`config.mk`:
```
export PLATFORM = sky130hd
export DESIGN_NAME = alert_class_esc_ctrl
export DESIGN_NICKNAME = d
export VERILOG_FILES = /design/src/rtl/alert_esc_pkg.sv /design/src/rtl/alert_esc_accu.sv /design/src/rtl/alert_class_esc_ctrl.sv
export SDC_FILE = /design/constraint.sdc
export NUM_CORES = 1
export LEC_CHECK = 0
export CORE_ASPECT_RATIO = 1.75
export CORE_MARGIN = 4
export CORE_UTILIZATION = 50
export CTS_BUF_LIST = sky130_fd_sc_hd__clkbuf_8 sky130_fd_sc_hd__clkbuf_16
export CTS_CLUSTER_DIAMETER = 120
export DETAILED_ROUTE_END_ITERATION = 10
export DONT_BUFFER_PORTS = 1
export HOLD_SLACK_MARGIN = 0.03
export PLACE_DENSITY = 0.68
export SYNTH_ARGS = -nofsm -noshare
export SYNTH_HDL_FRONTEND = slang
export SYNTH_SLANG_ARGS = --single-unit
```
`constraint.sdc`:
```
create_clock -name clk_i -period 3.85 [get_ports clk_i]
set_clock_uncertainty 0.15 [all_clocks]
set_input_delay 0.77 -clock clk_i [delete_from_list [all_inputs] [get_ports clk_i]]
set_output_delay 0.77 -clock clk_i [all_outputs]
set_load 0.02 [all_outputs]
```
`src/rtl/alert_esc_pkg.sv`:
```
// Shared types and width defaults for the alert class escalation controller.
package alert_esc_pkg;

  localparam int ACCU_CNT_DW = 16;
  localparam int ESC_CNT_DW  = 32;
  localparam int N_ESC_SEV   = 4;
  localparam int N_PHASES    = 4;
  localparam int PHASE_DW    = 2;

  // Phase states carry their phase index in the low bits.
  typedef enum logic [2:0] {
    ST_IDLE     = 3'b000,
    ST_TIMEOUT  = 3'b001,
    ST_TERMINAL = 3'b011,
    ST_PHASE0   = 3'b100,
    ST_PHASE1   = 3'b101,
    ST_PHASE2   = 3'b110,
    ST_PHASE3   = 3'b111
  } esc_state_e;

  function automatic esc_state_e next_phase(esc_state_e s);
    case (s)
      ST_PHASE0: return ST_PHASE1;
      ST_PHASE1: return ST_PHASE2;
      ST_PHASE2: return ST_PHASE3;
      default:   return ST_TERMINAL;
    endcase
  endfunction

endpackage

```
`src/rtl/alert_esc_accu.sv`:
```
// Saturating alert accumulator with threshold compare against the pre-increment count.
module alert_esc_accu
  import alert_esc_pkg::*;
#(
  parameter int AccuCntDw = ACCU_CNT_DW
) (
  input  logic                 clk_i,
  input  logic                 rst_i,
  input  logic                 trig_i,
  input  logic                 clr_i,
  input  logic [AccuCntDw-1:0] thresh_i,
  output logic [AccuCntDw-1:0] accu_cnt_o,
  output logic                 accu_esc_o
);

  logic [AccuCntDw-1:0] accu_q;

  always_ff @(posedge clk_i) begin
    if (rst_i || clr_i)
      accu_q <= '0;
    else if (trig_i && (accu_q != '1))
      accu_q <= accu_q + AccuCntDw'(1);
  end

  assign accu_cnt_o = accu_q;
  assign accu_esc_o = trig_i && (accu_q >= thresh_i);

endmodule

```
`src/rtl/alert_class_esc_ctrl.sv`:
```
// Per-class escalation FSM: accumulate, optional timeout, four timed phases, terminal.
// Optional feature: define ALERT_ESC_TIMEOUT_EN to build the Timeout state.
module alert_class_esc_ctrl #(
  parameter int AccuCntDw = alert_esc_pkg::ACCU_CNT_DW,
  parameter int EscCntDw  = alert_esc_pkg::ESC_CNT_DW,
  parameter int N_ESC_SEV = alert_esc_pkg::N_ESC_SEV,
  parameter int N_PHASES  = alert_esc_pkg::N_PHASES,
  parameter int PHASE_DW  = alert_esc_pkg::PHASE_DW
) (
  input  logic                          clk_i,
  input  logic                          rst_i,
  input  logic                          en_i,
  input  logic                          class_trig_i,
  input  logic                          clr_i,
  input  logic                          clr_lock_i,
  input  logic [AccuCntDw-1:0]          accu_thresh_i,
  input  logic [EscCntDw-1:0]           timeout_cyc_i,
  input  logic [N_PHASES*EscCntDw-1:0]  phase_cyc_i,
  input  logic [N_ESC_SEV-1:0]          esc_en_i,
  input  logic [N_ESC_SEV*PHASE_DW-1:0] esc_map_i,
  output logic [AccuCntDw-1:0]          accu_cnt_o,
  output logic [EscCntDw-1:0]           esc_cnt_o,
  output logic [2:0]                    esc_state_o,
  output logic [N_ESC_SEV-1:0]          esc_sig_o,
  output logic                          esc_trig_o
);
  import alert_esc_pkg::*;

  esc_state_e state_q, state_d;
  logic [EscCntDw-1:0] esc_cnt_q, esc_cnt_d;
  logic [EscCntDw:0]   cnt_inc;
  logic [N_PHASES-1:0][EscCntDw-1:0] phase_cyc_arr;
  logic [EscCntDw-1:0] phase_cyc;
  logic esc_trig_q, trig_vld, locked, clr_eff, accu_esc;

  assign trig_vld = class_trig_i & en_i;
  // Once escalation has started, the lock protects it from software clears.
  assign locked   = clr_lock_i & (state_q[2] | (state_q == ST_TERMINAL));
  assign clr_eff  = clr_i & ~locked;

  alert_esc_accu #(.AccuCntDw(AccuCntDw)) u_accu (
    .clk_i      (clk_i),
    .rst_i      (rst_i),
    .trig_i     (trig_vld),
    .clr_i      (clr_eff),
    .thresh_i   (accu_thresh_i),
    .accu_cnt_o (accu_cnt_o),
    .accu_esc_o (accu_esc)
  );

  assign cnt_inc       = {1'b0, esc_cnt_q} + (EscCntDw+1)'(1);
  assign phase_cyc_arr = phase_cyc_i;
  assign phase_cyc     = phase_cyc_arr[state_q[PHASE_DW-1:0]];

`ifndef ALERT_ESC_TIMEOUT_EN
  logic timeout_unused;
  assign timeout_unused = ^timeout_cyc_i;
`endif

  always_comb begin
    state_d   = state_q;
    esc_cnt_d = esc_cnt_q;
    case (state_q)
      ST_IDLE: begin
        if (accu_esc) state_d = ST_PHASE0;
`ifdef ALERT_ESC_TIMEOUT_EN
        else if (trig_vld && (timeout_cyc_i != '0)) state_d = ST_TIMEOUT;
`endif
      end
`ifdef ALERT_ESC_TIMEOUT_EN
      ST_TIMEOUT: begin
        if (!en_i)                                            state_d = ST_IDLE;
        else if (accu_esc || (cnt_inc >= {1'b0, timeout_cyc_i})) state_d = ST_PHASE0;
        else                                                  esc_cnt_d = cnt_inc[EscCntDw-1:0];
      end
`endif
      ST_PHASE0, ST_PHASE1, ST_PHASE2, ST_PHASE3: begin
        if (cnt_inc >= {1'b0, phase_cyc}) state_d = next_phase(state_q);
        else                              esc_cnt_d = cnt_inc[EscCntDw-1:0];
      end
      ST_TERMINAL: ;
      default: state_d = ST_IDLE;
    endcase
    if (state_d != state_q) esc_cnt_d = '0;
    // Clear beats any simultaneous trigger or phase advance.
    if (clr_eff) begin
      state_d   = ST_IDLE;
      esc_cnt_d = '0;
    end
  end

  always_ff @(posedge clk_i) begin
    if (rst_i) begin
      state_q    <= ST_IDLE;
      esc_cnt_q  <= '0;
      esc_trig_q <= 1'b0;
    end else begin
      state_q    <= state_d;
      esc_cnt_q  <= esc_cnt_d;
      esc_trig_q <= (state_d == ST_PHASE0) && (state_q != ST_PHASE0);
    end
  end

  for (genvar s = 0; s < N_ESC_SEV; s++) begin : g_sig
    assign esc_sig_o[s] = esc_en_i[s] & state_q[2] &
                          (state_q[PHASE_DW-1:0] == esc_map_i[s*PHASE_DW +: PHASE_DW]);
  end

  assign esc_state_o = state_q;
  assign esc_cnt_o   = esc_cnt_q;
  assign esc_trig_o  = esc_trig_q;

endmodule
```
; Word level (Yosys, flattened, before mapping)
; Index checks and enable logic that the tools add are counted.
[totals]
elab_cells = 51
inputBits = 194
reg_bits = 52
output_inout_bits = 56
[classes]
mux = 7
n_bitwise = 14
n_reduce_logical = 8
n_lt_le_gt_ge = 3
eq_ne = 13
addsub = 2
[ops]
columns = cell, n
row1 = $bmux 32 s2, 1
row2 = $add 32x1->33 const B, 1
row3 = $ge 33x32->1, 1
row4 = $mux 32, 1
row5 = $pmux 3 s3, 2
row6 = $add 16x1->16 const B, 1
row7 = $ge 16x16->1, 1
row8 = $ne 16x16->1 const B, 1
row9 = $eq 3x3->1 const B, 5
row10 = $and 1x1->1, 11
row11 = $mux 3, 3
row12 = $eq 2x2->1, 4
row13 = $reduce_or 4->1, 1
row14 = $eq 3x2->1 const B, 1
row15 = $logic_and 1x1->1, 3
row16 = $logic_not 3->1, 1
row17 = $lt 2x3->1 const B, 1
row18 = $ne 3x3->1, 1
row19 = $ne 3x3->1 const B, 1
row20 = $reduce_or 3->1, 1
row21 = $not 1->1, 2
row22 = $reduce_and 2->1, 1
row23 = $logic_or 1x1->1, 1
row24 = $or 1x1->1, 1

; Longest topological paths before layout
[depth]
ltp_word = 8
mapped_depth = 17
mapped_depth_nobuf = 15

; Cells and area by module
; From an unflattened synthesis, not the netlist that was laid out.
[hier_totals]
cells_unflattened = 596
hier_area_um2 = 5064.9
[modules_own_cells]
columns = module, seq_area_each_um2, area_per_inst_um2, n_inst, cells_per_inst
row1 = alert_class_esc_ctrl, 720.7, 3824.9, 1, 451
row2 = alert_esc_accu, 320.3, 1239.9, 1, 145

; Least setup slack after synthesis
; OpenSTA, ideal clock, no wires.
[synth_path]
path_type = flip-flop to flip-flop
startpoint = reg esc_cnt_q[0] (netlist: esc_cnt_o[0])
endpoint = reg esc_cnt_q[13] (netlist: esc_cnt_o[13])
period_less_slack_ps = 4141
required_ps = 3626
slack_ps = -291
setup_ps = 74
path_stages_with_launch = 17
arrival_ps = 3917
n_path_buf = 2
path_cell_list = dfxtp_1 -> ha_1 -> nand4_2 -> nor4b_4 -> nand2_1 -> nor2_1 -> and3_1 -> xor2_1 -> ha_1 -> a21o_1 -> a221oi_1 -> o211ai_2 -> a211oi_2 -> buf_4 -> buf_6 -> nand2_1 -> a31oi_1
[synth_via]
elab_chain_cells = 6
word_cells_on_any_way = 8
cone_classes = add/sub (1) / order compare (1) / eq/ne (1) / mux (2) / bitwise (1) / reduce/logical (2)
[synth_rtl]
columns = item, line
row1 = start: declaration, alert_class_esc_ctrl.sv:30  ; logic [EscCntDw-1:0] esc_cnt_q, esc_cnt_d;
row2 = start signal: assignment, alert_class_esc_ctrl.sv:99  ; esc_cnt_q <= esc_cnt_d;
row3 = $add 32x1->33 *, alert_class_esc_ctrl.sv:51  ; assign cnt_inc = {1'b0, esc_cnt_q} + (EscCntDw+1)'(1);
row4 = via cnt_inc[30], alert_class_esc_ctrl.sv:31  ; logic [EscCntDw:0] cnt_inc;
row5 = $ge 33x32->1 *, alert_class_esc_ctrl.sv:78  ; if (cnt_inc >= {1'b0, phase_cyc}) state_d = next_phase(state_q);
row6 = $mux 3, alert_class_esc_ctrl.sv:78
row7 = $pmux 3 s3, alert_class_esc_ctrl.sv:63  ; case (state_q)
row8 = $ne 3x3->1, alert_class_esc_ctrl.sv:84  ; if (state_d != state_q) esc_cnt_d = '0;
row9 = $reduce_or 3->1 (no source line), --
; Mark *: on every way through the listed nets, which the timed path passes. The rest lies on a longest branch.
; A chain may end at the register's enable or synchronous reset.

; Final worst setup path
[layout_path]
startpoint = reg esc_cnt_q[4] (netlist: esc_cnt_o[4])
endpoint = reg esc_cnt_q[2] (netlist: esc_cnt_o[2])
; The elaborated chain is that of the path after synthesis.

==> impl_metrics.yaml <==
yosys:
  syn_area_um2: 4873
  synthCells: 555
  ys_seq_elements: 52
  syn_avg_cell_area_um2: 8.781
  synthArstFlopShare: 0
  synth_ff_type: "dfxtp_1"
  synth_seq_area_share: 0.2136
  syn_nets: 799
  yosysTopAreaCellShare: 0.2136
  synthTopCellsByArea: "dfxtp_1, mux4_2, ha_1"
  yosys.area.top_type: "dfxtp_1"
  ys_types: 59
  synth-edff-count: 0
  yosysWarnings: 0
power_and_ir_drop:
  cell_internal_pwr_uw: 860.4
  pwr-share-seq: 0.484
  ir_worst_vdd_mv: 0.2617
  clockPowerShare: 0.428
  pwr-share-comb: 0.088
  leakage_nw: 2.588
  switching_power_uw: 250.5
  powerDensity_nw_per_um2: 193.0
  switching_share: 0.2255
layout:
  n_fill_cell: 822
  multi_input_area_um2: 3637
  fin_util: 0.6079
  area_growth_syn_to_layout_pct: 18.10
  regArea_um2: 1052
  drive_gt1_frac: 0.2450
  fin_nets: 839
grt:
  grt_pass1_wl_mm: 23.25
  grt_pass1_vias: 4565
  antenna_found_initial: 4
  grt_max_degree: 28
  track_usage: 0.2656
  grt-ovfl-total: 0
floorplanning:
  die_area_um2: 11450
  die_h_um: 138.6
  ios: 250
  num_rows: 47
  coreArea_um2: 9468
  start_util: 0.5147
  die_x_um: 82.63
critical_path:
  cp_data_required_time_ns: 3.91
  critPathMostFrequentCell: "nand4_1"
  crit_path_start: "esc_cnt_o[4]"
  crit_path_cell_trace: "nand3_1 > nor3_4 > and3_4 > nand4_1 > or2_4 > xnor2_2 > ha_1 > nand4_1 > nor3_1 > a221oi_2 > o211ai_4 > a211oi_4 > buf_6 > clkbuf_16 > a21oi_1 > a31oi_1"
  rrSetupSlack_ns: 0.14
  cp.depth: 16
  cp-endpoint: "esc_cnt_o[2]"
  ff2ff_path_depth: 16
  path_class: "reg2reg"
  worstSetupEndpointType: "flop"
  critPathLaunchType: "flop"
  cpPeakStageDelay_ns: 0.40
  cp.arrival_ns: 3.77
  reg2reg_from: "esc_cnt_o[4]"
  path_buf_inv: 2
  crit_fanout: 7
  path_delay_family: "simple AND/OR/NAND/NOR gates"
  critPathSlowestCell: "dfxtp_1"
  r2r-end: "esc_cnt_o[2]"
route:
  drtAntennaViolNets: 0
  avgViaCountPerCell: 6.175
  wl_mm: 15.85
  dr.pass1.iters: 4
  wire_per_inst_um: 22.01
  drtIter0Drc: 198
  drt_drc_violations_left: 0
  vias: 4446
cts:
  cts_tree: "done"
  clk_pin_slew_worst_paths_ns: 0.07
  cts_hold_buf: 0
  cts.sinks: 52
  cts_root_buf: "clkbuf_16"
  htreeDepth: 2
  cts_buffers: 5
  cts_max_path_buffers: 2
  clk_latency_ns: 0.29
worst_hold_path:
  hold_class: "reg2reg"
  min_from: "esc_cnt_o[24]"
placed_design:
  dp_hpwl_mm: 12.79
  portBuffers: 0
  place.gp.congestion: 0.8246
timing:
  finalMaxSlewViolations: 0
  setup_viol: 0
  max_slew_margin: 0.5151
  finalHoldViolations: 0
  tightest_slew_ns: 0.7218
  tns_ns: 0
  period_minus_slack_ns: 3.715
  timing.hold.ws_ns: 0.4096
  finalCritPeriodShare: 0.9649
  fmax_mhz: 269.2
run:
  maxCapViolCount: 0
outcome:
  outcome: "finished, final reports clean"
==> cell usage in the layout, fill, tap and decap left out, drive strengths merged, types with 9 or more instances in the layout <==
cell type,Yosys,final
inv,56,57
nand4,11,11
nor2,35,35
and3,14,14
xor2,30,30
dfxtp,52,52
nor3,11,11
xnor2,23,23
clkbuf,13,9
a31oi,24,24
nand3,25,25
o21ai,16,16
mux4,32,32
a21oi,37,37
ha,50,50
buf,14,58
nand2,53,53
==> power groups by stage <==
stage	registers [mW]	logic, mW	clock network, mW
2_1_floorplan	0.551	0.0778	0
3_3_place_gp	0.551	0.0915	0
3_5_place_dp	0.551	0.0957	0
4_1_cts	0.538	0.0965	0.484
5_1_grt	0.537	0.108	0.504
6_report	0.538	0.0978	0.475
==> logic make-up (layout without fill, tap and decap cells) <==
kind of cell    after synthesis  after routing  share of synthesized area
flops                        52             52                     0.2136
mux                          34             34                     0.1520
buf+inv                      83            124                    0.07214
simple gates                170            170                     0.1849
other cells                   0              2                          0
xor+xnor                     53             53                    0.09525
compound gates              113            113                     0.1538
fa+ha+maj                    50             50                     0.1284
==> flip-flops by register name, summed over array words and instances (netlist names) <==
signal	cells
esc_trig_o	1
esc_state_o	3
u_accu.accu_cnt_o	16
esc_cnt_o	32
==> worst register-to-register path: stages (launching register included) <==
cell and delay [ns]:
dfxtp_1 0.40, nand3_1 0.22, nor3_4 0.23, and3_4 0.24
nand4_1 0.14, or2_4 0.30, xnor2_2 0.15, ha_1 0.31
nand4_1 0.12, nor3_1 0.07, a221oi_2 0.30, o211ai_4 0.14
a211oi_4 0.31, buf_6 0.19, clkbuf_16 0.17, a21oi_1 0.06
a31oi_1 0.13
==> routing by layer <==
metal	routed length [um]	GRT usage	share of wire	vias up
li1	-	-	-	2087
met1	4746	0.2371	0.30	2118
met2	8884	0.4920	0.56	197
met3	1508	0.1027	0.095	40
met4	695	0.1283	0.044	4
met5	15	0	0.00095	-
==> synthesized netlist by cell type (all sizes together), types with 11 or more instances <==
cell	count
nand4	11
mux4	32
inv	56
ha	50
clkbuf	13
xor2	30
a31oi	24
nor2	35
nor3	11
buf	14
nand2	53
o21ai	16
xnor2	23
and3	14
dfxtp	52
a21oi	37
nand3	25
==> worst min path at each step <==
stage | to | slack, ns | depth (start not counted)
floorplan | esc_cnt_o[0] | 0.37 | 2
global placement | esc_cnt_o[25] | 0.36 | 1
detailed placement | esc_cnt_o[25] | 0.37 | 1
CTS | esc_cnt_o[25] | 0.39 | 1
global route | esc_cnt_o[24] | 0.44 | 1
finish | esc_cnt_o[24] | 0.41 | 1
==> final cells by class <==
class | instances | share of cell area
Clock buffer | 7 | 0.02652
Tap cell | 122 | 0.02652
Timing Repair Buffer | 60 | 0.09413
Inverter | 56 | 0.03652
Sequential cell | 52 | 0.1828
Antenna cell | 2 | 0.0008696
Multi-Input combinational cell | 420 | 0.6320
Clock inverter | 1 | 0.0006522
==> metrics by stage <==
step	instances	power, mW	setup slack [ns]	cell area [um^2]
6_report	720	1.111	0.1351	5756
5_1_grt	720	1.150	-0.01904	5756
4_1_cts	711	1.119	0.02377	5519
3_5_place_dp	701	0.6466	-0.005441	5326
3_3_place_gp	701	0.6424	0.02648	5326
2_1_floorplan	555	0.6285	0.006731	4913
==> what timing repair did <==
action,in CTS,in global routing
pin swaps,1,6
setup endpoints to repair,7,35
gates cloned,1,3
gates resized for setup,2,24
setup buffers,1,4
Note: power is estimated with default switching activity, not from simulation.
